==> src/rtl/i2c_target_receiver.sv <==
// Write-only I2C target. Oversamples SCL/SDA on the system clock, decodes START/STOP,
// matches a 7-bit address, ACKs every byte of a matched write and strobes out each
// received data byte together with its index in the transaction.
module i2c_target_receiver #(
  parameter logic [6:0] TARGET_ADDR = 7'h1A
) (
  input  logic       i_clk,
  input  logic       i_rst_n,
  input  logic       i_scl,
  input  logic       i_sda,
  output logic       o_sda_oen,
  output logic [7:0] o_data,
  output logic       o_valid,
  output logic [3:0] o_byte_idx,
  output logic       o_busy,
  output logic       o_stop
);

  typedef enum logic [2:0] {
    S_IDLE,
    S_ADDR,
    S_ADDR_ACK,
    S_DATA,
    S_DATA_ACK,
    S_IGNORE
  } state_t;

  logic   scl_meta_q, scl_meta_d, scl_sync_q, scl_sync_d, scl_prev_q, scl_prev_d;
  logic   sda_meta_q, sda_meta_d, sda_sync_q, sda_sync_d, sda_prev_q, sda_prev_d;
  state_t state_q, state_d;
  logic [7:0] shift_q, shift_d;
  logic [2:0] bit_cnt_q, bit_cnt_d;
  logic       byte_done_q, byte_done_d;
  logic       match_q, match_d;
  logic       sda_oen_q, sda_oen_d;
  logic [7:0] data_q, data_d;
  logic       valid_q, valid_d;
  logic [3:0] byte_idx_q, byte_idx_d;
  logic       busy_q, busy_d;
  logic       stop_q, stop_d;

  logic       start_ev, stop_ev, scl_rise, scl_fall;
  logic [7:0] shifted;

  // Two-stage synchronizer per line plus one delayed copy for edge detection
  always_comb begin
    scl_meta_d = i_scl;
    scl_sync_d = scl_meta_q;
    scl_prev_d = scl_sync_q;
    sda_meta_d = i_sda;
    sda_sync_d = sda_meta_q;
    sda_prev_d = sda_sync_q;
  end

  // Bus events; START/STOP need SCL high on both samples so an SCL edge never looks like one
  always_comb begin
    start_ev = scl_sync_q & scl_prev_q & sda_prev_q & ~sda_sync_q;
    stop_ev  = scl_sync_q & scl_prev_q & ~sda_prev_q & sda_sync_q;
    scl_rise = scl_sync_q & ~scl_prev_q;
    scl_fall = ~scl_sync_q & scl_prev_q;
    shifted  = {shift_q[6:0], sda_sync_q};
  end

  // Protocol FSM: START/STOP override everything, otherwise act on SCL edges per state
  always_comb begin
    state_d     = state_q;
    shift_d     = shift_q;
    bit_cnt_d   = bit_cnt_q;
    byte_done_d = byte_done_q;
    match_d     = match_q;
    sda_oen_d   = sda_oen_q;
    data_d      = data_q;
    valid_d     = 1'b0;
    byte_idx_d  = byte_idx_q;
    busy_d      = busy_q;
    stop_d      = 1'b0;
    if (stop_ev) begin
      state_d     = S_IDLE;
      sda_oen_d   = 1'b0;
      busy_d      = 1'b0;
      stop_d      = busy_q;
      bit_cnt_d   = 3'd0;
      byte_done_d = 1'b0;
    end else if (start_ev) begin
      state_d     = S_ADDR;
      sda_oen_d   = 1'b0;
      bit_cnt_d   = 3'd0;
      byte_done_d = 1'b0;
    end else begin
      case (state_q)
        S_ADDR: begin
          if (scl_rise && !byte_done_q) begin
            shift_d   = shifted;
            bit_cnt_d = bit_cnt_q + 3'd1;
            if (bit_cnt_q == 3'd7) begin
              byte_done_d = 1'b1;
              match_d     = (shifted[7:1] == TARGET_ADDR) && !shifted[0];
            end
          end else if (scl_fall && byte_done_q) begin
            byte_done_d = 1'b0;
            bit_cnt_d   = 3'd0;
            if (match_q) begin
              state_d    = S_ADDR_ACK;
              sda_oen_d  = 1'b1;
              busy_d     = 1'b1;
              byte_idx_d = 4'd0;
            end else begin
              state_d = S_IGNORE;
              busy_d  = 1'b0;
            end
          end
        end
        S_ADDR_ACK: begin
          if (scl_fall) begin
            state_d   = S_DATA;
            sda_oen_d = 1'b0;
          end
        end
        S_DATA: begin
          if (scl_rise && !byte_done_q) begin
            shift_d   = shifted;
            bit_cnt_d = bit_cnt_q + 3'd1;
            if (bit_cnt_q == 3'd7) begin
              byte_done_d = 1'b1;
              data_d      = shifted;
              valid_d     = 1'b1;
            end
          end else if (scl_fall && byte_done_q) begin
            byte_done_d = 1'b0;
            bit_cnt_d   = 3'd0;
            state_d     = S_DATA_ACK;
            sda_oen_d   = 1'b1;
          end
        end
        S_DATA_ACK: begin
          if (scl_fall) begin
            state_d   = S_DATA;
            sda_oen_d = 1'b0;
            if (byte_idx_q != 4'd15) begin
              byte_idx_d = byte_idx_q + 4'd1;
            end
          end
        end
        S_IGNORE: begin
          sda_oen_d = 1'b0;
          busy_d    = 1'b0;
        end
        default: begin
          state_d = S_IDLE;
        end
      endcase
    end
  end

  // State and output registers; synchronizers reset to the idle-bus level
  always_ff @(posedge i_clk) begin
    if (!i_rst_n) begin
      scl_meta_q  <= 1'b1;
      scl_sync_q  <= 1'b1;
      scl_prev_q  <= 1'b1;
      sda_meta_q  <= 1'b1;
      sda_sync_q  <= 1'b1;
      sda_prev_q  <= 1'b1;
      state_q     <= S_IDLE;
      shift_q     <= 8'd0;
      bit_cnt_q   <= 3'd0;
      byte_done_q <= 1'b0;
      match_q     <= 1'b0;
      sda_oen_q   <= 1'b0;
      data_q      <= 8'd0;
      valid_q     <= 1'b0;
      byte_idx_q  <= 4'd0;
      busy_q      <= 1'b0;
      stop_q      <= 1'b0;
    end else begin
      scl_meta_q  <= scl_meta_d;
      scl_sync_q  <= scl_sync_d;
      scl_prev_q  <= scl_prev_d;
      sda_meta_q  <= sda_meta_d;
      sda_sync_q  <= sda_sync_d;
      sda_prev_q  <= sda_prev_d;
      state_q     <= state_d;
      shift_q     <= shift_d;
      bit_cnt_q   <= bit_cnt_d;
      byte_done_q <= byte_done_d;
      match_q     <= match_d;
      sda_oen_q   <= sda_oen_d;
      data_q      <= data_d;
      valid_q     <= valid_d;
      byte_idx_q  <= byte_idx_d;
      busy_q      <= busy_d;
      stop_q      <= stop_d;
    end
  end

  assign o_sda_oen  = sda_oen_q;
  assign o_data     = data_q;
  assign o_valid    = valid_q;
  assign o_byte_idx = byte_idx_q;
  assign o_busy     = busy_q;
  assign o_stop     = stop_q;

endmodule

==> config.mk <==
export PLATFORM = sky130hd
export DESIGN_NAME = i2c_target_receiver
export DESIGN_NICKNAME = d
export VERILOG_FILES = /design/src/rtl/i2c_target_receiver.sv
export SDC_FILE = /design/constraint.sdc
export NUM_CORES = 1
export LEC_CHECK = 0
export CORE_MARGIN = 2
export CORE_UTILIZATION = 30
export DETAILED_ROUTE_END_ITERATION = 12
export SETUP_SLACK_MARGIN = 0.2
export SLEW_MARGIN = 0
export SYNTH_ARGS = -nofsm -noshare
export SYNTH_HDL_FRONTEND = slang
export SYNTH_SLANG_ARGS = --single-unit
==> constraint.sdc <==
create_clock -name i_clk -period 1.47 [get_ports i_clk]
set_input_delay 0.2205 -clock i_clk [delete_from_list [all_inputs] [get_ports i_clk]]
set_output_delay 0.2205 -clock i_clk [all_outputs]
set_load 0.005 [all_outputs]
# Yosys cells after proc, flatten, opt, wreduce, memory -nomap -nowiden

Index checks and enable logic that the tools add are counted.

Flip-flop bits (word level): 37
Input bits: 4
Output and inout bits: 16
Logic and storage cells: 116

Add/subtract/negate cells: 2
Equal/unequal tests: 23
Muxes and demuxes: 31
Bitwise logic cells: 17
Reductions and logical operators: 25

Operator list:

| operator                                             | number |
|---|---|
| two-way mux 3 bit                                    | 8 |
| two-way mux 4 bit                                    | 5 |
| != test 2 bit (second input constant)                | 8 |
| two-way mux 1 bit                                    | 14 |
| != test 3 bit (second input constant)                | 4 |
| case mux 3 bit (4 select lines)                      | 1 |
| AND reduction 6 bit                                  | 2 |
| NOT 1 bit                                            | 10 |
| AND reduction 5 bit                                  | 2 |
| equality test 3 bit (second input constant)          | 3 |
| case mux 4 bit (2 select lines)                      | 1 |
| AND reduction 4 bit                                  | 2 |
| AND reduction 8 bit                                  | 1 |
| bitwise AND 1 bit                                    | 7 |
| equality test 7 x 5 -> 1 bit (second input constant) | 1 |
| AND reduction 7 bit                                  | 1 |
| equality test 3 x 2 -> 1 bit (second input constant) | 2 |
| nonzero test 2 bit                                   | 3 |
| OR reduction 2 bit                                   | 3 |
| OR reduction 5 bit                                   | 1 |
| adder 4 x 1 -> 4 bit (second input constant)         | 1 |
| != test 2 x 1 -> 1 bit (second input constant)       | 2 |
| != test 4 bit (second input constant)                | 1 |
| case mux 1 bit (4 select lines)                      | 1 |
| 10 further kinds                                     | 14 |

# Logic depth before layout (Yosys ltp)

Depth after elaboration: 7
Mapped depth: 7
Mapped depth without buffers: 5

# Worst setup path after synthesis

No wires, ideal clock.

Kind: flip-flop to flip-flop
Start point: reg state_q[0]
End point: reg byte_idx_q[1], in the netlist o_byte_idx[1]
Library setup time: 0.070 ns
Arrival: 1.410 ns
Required time: 1.400 ns
Path slack: -0.011 ns
Cell stages (with the launch flop): 8
Path buffers: 3
Clock period less this slack: 1.481 ns
Cell sequence: dfxtp_1 -> buf_6 -> nor2b_1 -> buf_6 -> and4_4 -> buf_6 -> or3b_1 -> a21oi_1

Word-level cells in the longest chain between the ends: 3
Elaborated cells on any way between the ends: 10
Those cells by class: eq/ne (7); mux (1); reduce/logical (2)

Ends and longest elaborated chain:

| what                                                                 | line | text |
|---|---|---|
| from (decl)                                                          | 30   | `state_t state_q, state_d;` |
| from (signal assigned)                                               | 182  | `state_q <= state_d;` |
| equality test 3 bit or equality test 3 x 1 -> 1 bit (tied branches)  | 90   | `case (state_q)` |
| != test 2 bit (no source line) or nonzero test 2 bit (tied branches) | --   |  |
| AND reduction 8 bit (no source line)                                 | --   |  |
| to (signal assigned)                                                 | 190  | `byte_idx_q <= byte_idx_d;` |
| to (decl)                                                            | 38   | `logic [3:0] byte_idx_q, byte_idx_d;` |

Several ways; a longest one is shown, not always the timed one.
A chain may end at the register's enable or synchronous reset.

# Worst setup path after layout

Start point: reg scl_prev_q
End point: reg data_q[2], in the netlist o_data[2]

Word-level cells in the longest chain between the ends: 5
Elaborated cells on any way between the ends: 11
Those cells by class: bitwise (9); reduce/logical (2)

Ends and longest elaborated chain:

| what                                               | line   | text |
|---|---|---|
| from (decl)                                        | 28     | `logic scl_meta_q, scl_meta_d, scl_sync_q, scl_sync_d, scl_prev_q, scl_prev_d;` |
| from (signal assigned)                             | 178    | `scl_prev_q <= scl_prev_d;` |
| bitwise AND 1 bit                                  | 57, 58 |  |
| bitwise AND 1 bit (on tied branches) (2 in series) | 58, 57 |  |
| NOT 1 bit (no source line)                         | --     |  |
| AND reduction 5 bit (no source line) (*)           | --     |  |
| to (signal assigned)                               | 188    | `data_q <= data_d;` |
| to (decl)                                          | 36     | `logic [7:0] data_q, data_d;` |

Every way passes the cells marked *; elsewhere a longest branch is shown, timed or not.

==> results.sh <==
export IMPL_worst_setup_path_end_kind="flop"
export IMPL_areaGrowthSynthToFinish_pct=53.30
export IMPL_synthMuxAreaShare=0.01243
export IMPL_power_mw=1.816
export IMPL_seqPwrFrac=0.558
export IMPL_switchingPower_mw=0.4369
export IMPL_synthSimpleGateAreaFrac=0.2991
export IMPL_ir_worst_vdd_uv=403.7
export IMPL_antenna_found_initial=0
export IMPL_cp_max_fo=4
export IMPL_htreeDepth=2
export IMPL_gp_congestion=0.8045
export IMPL_vias=1488
export IMPL_whs_ns=0.4111
export IMPL_cts_buffer_depth=2
export IMPL_chipWidth_um=77.27
export IMPL_wl_per_cell_um=13.24
export IMPL_clock_root_buffer="clkbuf_8"
export IMPL_crit_top_cell="buf_6"
export IMPL_cp_required_ns=1.66
export IMPL_drt_total_wl_um=4090
export IMPL_cts_sink_count=37
export IMPL_hold_depth=1
export IMPL_worstSkewPairLatency_ns=0.29
export IMPL_synthXorXnorAreaFrac=0.005439
export IMPL_initialDrtViolationCount=58
export IMPL_hp_start="sda_meta_q"
export IMPL_p_int_mw=1.379
export IMPL_netlist_instances=190
export IMPL_die_area_sq_mm=0.005970
export IMPL_stdcell_count=309
export IMPL_leakage_nw=0.9801
export IMPL_synth_flop_cell="dfxtp_1"
export IMPL_critPathLaunchType="flop"
export IMPL_synth_top_area_cell="dfxtp_1"
export IMPL_grt_start_max_net_pins=18
export IMPL_setup_viol_count_final=0
export IMPL_yosysTopAreaCellShare=0.4600
export IMPL_slew_headroom=0.7457
export IMPL_synth_seq_cells=37
export IMPL_die_y_um=77.27
export IMPL_grt_overflow_total=0
export IMPL_synth_warnings=0
export IMPL_start_util=0.3133
export IMPL_drcViolationCount=0
export IMPL_slowest_delay_ns=0.33
export IMPL_numCtsBuffers=5
export IMPL_clkPwrFrac=0.386
export IMPL_clkTransAtPathRegs_ns=0.08
export IMPL_yosysSeqAreaShare=0.4600
export IMPL_syn_avg_cell_area_sq_um=8.475
export IMPL_synthArstFlopShare=0
export IMPL_cp_arrival_ns=1.54
export IMPL_tns_ns=0
export IMPL_pwr_share_comb=0.056
export IMPL_synth_top_family_by_area="simple AND/OR/NAND/NOR gates"
export IMPL_hold_path_class="reg2reg"
export IMPL_finalCriticalPeriod_ns=1.353
export IMPL_slowest_stage="dfxtp_2"
export IMPL_drive_gt1_frac=0.4059
export IMPL_hold_viol_final=0
export IMPL_antennaDiodeCount=0
export IMPL_numPlacedInstances=283
export IMPL_status="completed"
export IMPL_finalMaxSlewViolations=0
export IMPL_cp_num_buf_inv=3
export IMPL_synth_edff_count=0
export IMPL_r2r_start="scl_prev_q"
export IMPL_grt_pass1_wl_um=5844
export IMPL_ant_nets=0
export IMPL_dr_pass1_iters=5
export IMPL_r2r_setup_slack_ns=0.12
export IMPL_hold_path_endpoint="sda_prev_d"
export IMPL_switching_share=0.2406
export IMPL_vias_per_cell=4.816
export IMPL_fmax_ghz=0.7390
export IMPL_synth_cell_type_count=40
export IMPL_fin_skew_ns=0.006932
export IMPL_maxCapViolCount=0
export IMPL_hpwl_um=2413
export IMPL_grt_pass1_vias=1285
export IMPL_synth_area_sq_mm=0.001610
export IMPL_syn_nets=197
export IMPL_synthAdderAreaFrac=0.02331
export IMPL_rr_worst_depth=7
export IMPL_synth_compound_area_share=0.1492
export IMPL_rr_endpoint="o_data[2]"
export IMPL_crit_family="simple AND/OR/NAND/NOR gates"
export IMPL_finalCritPeriodShare=0.9206
export IMPL_max_slew_worst_pin_slew_ns=0.3811
export IMPL_cts_tree="yes"
export IMPL_cp_cell_sequence="buf_6, nor3b_4, nand4_1, buf_6, clkbuf_16, nand3_2, o21ai_1"
export IMPL_port_buffers=19
export IMPL_crit_type="reg2reg"
export IMPL_synth_area_leaders="dfxtp_1, nand2_1, a21oi_1"
export IMPL_p_per_area_mw_per_mm2=735.6
export IMPL_fp_coreArea_sq_mm=0.005140
export IMPL_rsz0062_at_grt="true"
export IMPL_std_cell_rows=26
export IMPL_grt_total_usage=0.1229
export IMPL_layout_nets=245
export IMPL_io_pins=20
==> placed cells by master, fill, tap and decap left out, types with 4 or more instances in the layout <==
cell type       n
dfxtp_1        20
buf_4          24
nor2_1          5
o21ai_0         4
buf_6           7
clkbuf_8        5
nand2b_1        7
o21ai_2         6
nand3_1         6
a21oi_1        14
nand3_2         8
nand2_1        33
dfxtp_2        13
dlygate4sd2_1  16
dfxtp_4         4
==> metrics by stage <==
step | util | instance area (sq um) | setup slack (ns)
6_report | 0.4803 | 2469 | 0.1168
5_1_grt | 0.4803 | 2469 | 0.07149
4_1_cts | 0.4267 | 2193 | 0.1507
3_5_place_dp | 0.3849 | 1978 | 0.04845
3_3_place_gp | 0.3849 | 1978 | 0.03538
2_1_floorplan | - | 1649 | 0.03910
==> area by class of cell <==
class	instances	area, sq um
inverters	3	11.26
fillers	512	2671
clock buffers	5	68.82
repair buffers	53	499.2
clock inverters	3	17.52
flip-flops and latches	37	772.0
multi-input cells	138	1012
well taps	70	87.58
==> cells by family (layout without fill, tap and decap cells) <==
family,Yosys count,after routing
and+or+nand+nor,91,91
AOI/OAI and AO/OA,41,41
DFF,37,37
buffers and inverters,15,64
adders and majority gates,3,3
muxes,2,2
xor gates and xnor gates,1,1
==> worst register-to-register path: cells and delay by family, from the launching register on <==
kind                   cells  cell delay, ns
flip-flops                 1            0.33
AND/OR/NAND/NOR            3            0.44
AO/OA/AOI/OAI              1            0.05
buffers and inverters      3            0.43
==> cell usage after synthesis, types with 2 or more instances <==
cell,n
clkbuf_1,6
nand3_1,16
nand3b_1,2
o21ai_0,4
and3_1,2
o31ai_1,2
o211ai_1,3
nand2b_1,8
inv_1,3
buf_6,3
dfxtp_1,37
o21ai_1,9
nand4b_1,2
nor3b_1,2
a21oi_1,16
buf_2,2
nand2_1,35
nor2_1,5
nor3_1,4
ha_1,3
nor3b_2,2
nor2b_1,5
mux2i_1,2
==> routing by layer <==
| layer | routed length, um | vias to the layer above | share of wire | GRT usage |
|---|---|---|---|---|
| met4 | 62 | 0 | 0.015 | 0.04286 |
| met2 | 1992 | 26 | 0.49 | 0.1948 |
| met5 | 0 | - | 0 | 0 |
| met1 | 1877 | 695 | 0.46 | 0.1557 |
| li1 | - | 762 | - | - |
| met3 | 158 | 5 | 0.039 | 0.04118 |
==> what timing repair did <==
item | CTS | global route
resized for setup | 43 | 39
setup buffers | 9 | 7
pin swaps | 11 | 28
hold buffers | 0 | 0
setup endpoints to repair | 46 | 31
cloned | 0 | 2
==> registers in the layout, summed over array words and instances (netlist names), 3 cells and up <==
name	count
bit_cnt_q	3
o_byte_idx	4
o_data	8
shift_q	7
state_q	3
==> power by group through the flow <==
stage / Sequential (mW) / Combinational (mW) / Clock, mW
after detailed placement: 1.04 / 0.0748 / 0
after CTS: 1.02 / 0.0859 / 0.726
after floorplan: 1.04 / 0.0511 / 0
final: 1.01 / 0.102 / 0.700
after global placement: 1.04 / 0.0756 / 0
after global routing: 1.01 / 0.112 / 0.769
==> how the worst max path moves through the flow <==
stage                  start       endpoint  slack [ns]  depth (start not counted)
5_1_grt           scl_prev_q      o_data[2]        0.07                          7
2_1_floorplan     state_q[0]  o_byte_idx[1]        0.04                          7
3_5_place_dp   o_byte_idx[1]  o_byte_idx[1]        0.05                          5
3_3_place_gp         i_rst_n    byte_done_q        0.04                          3
4_1_cts        o_byte_idx[0]  o_byte_idx[1]        0.15                          5
6_report          scl_prev_q      o_data[2]        0.12                          7
Power figures use the tool's default switching activity.
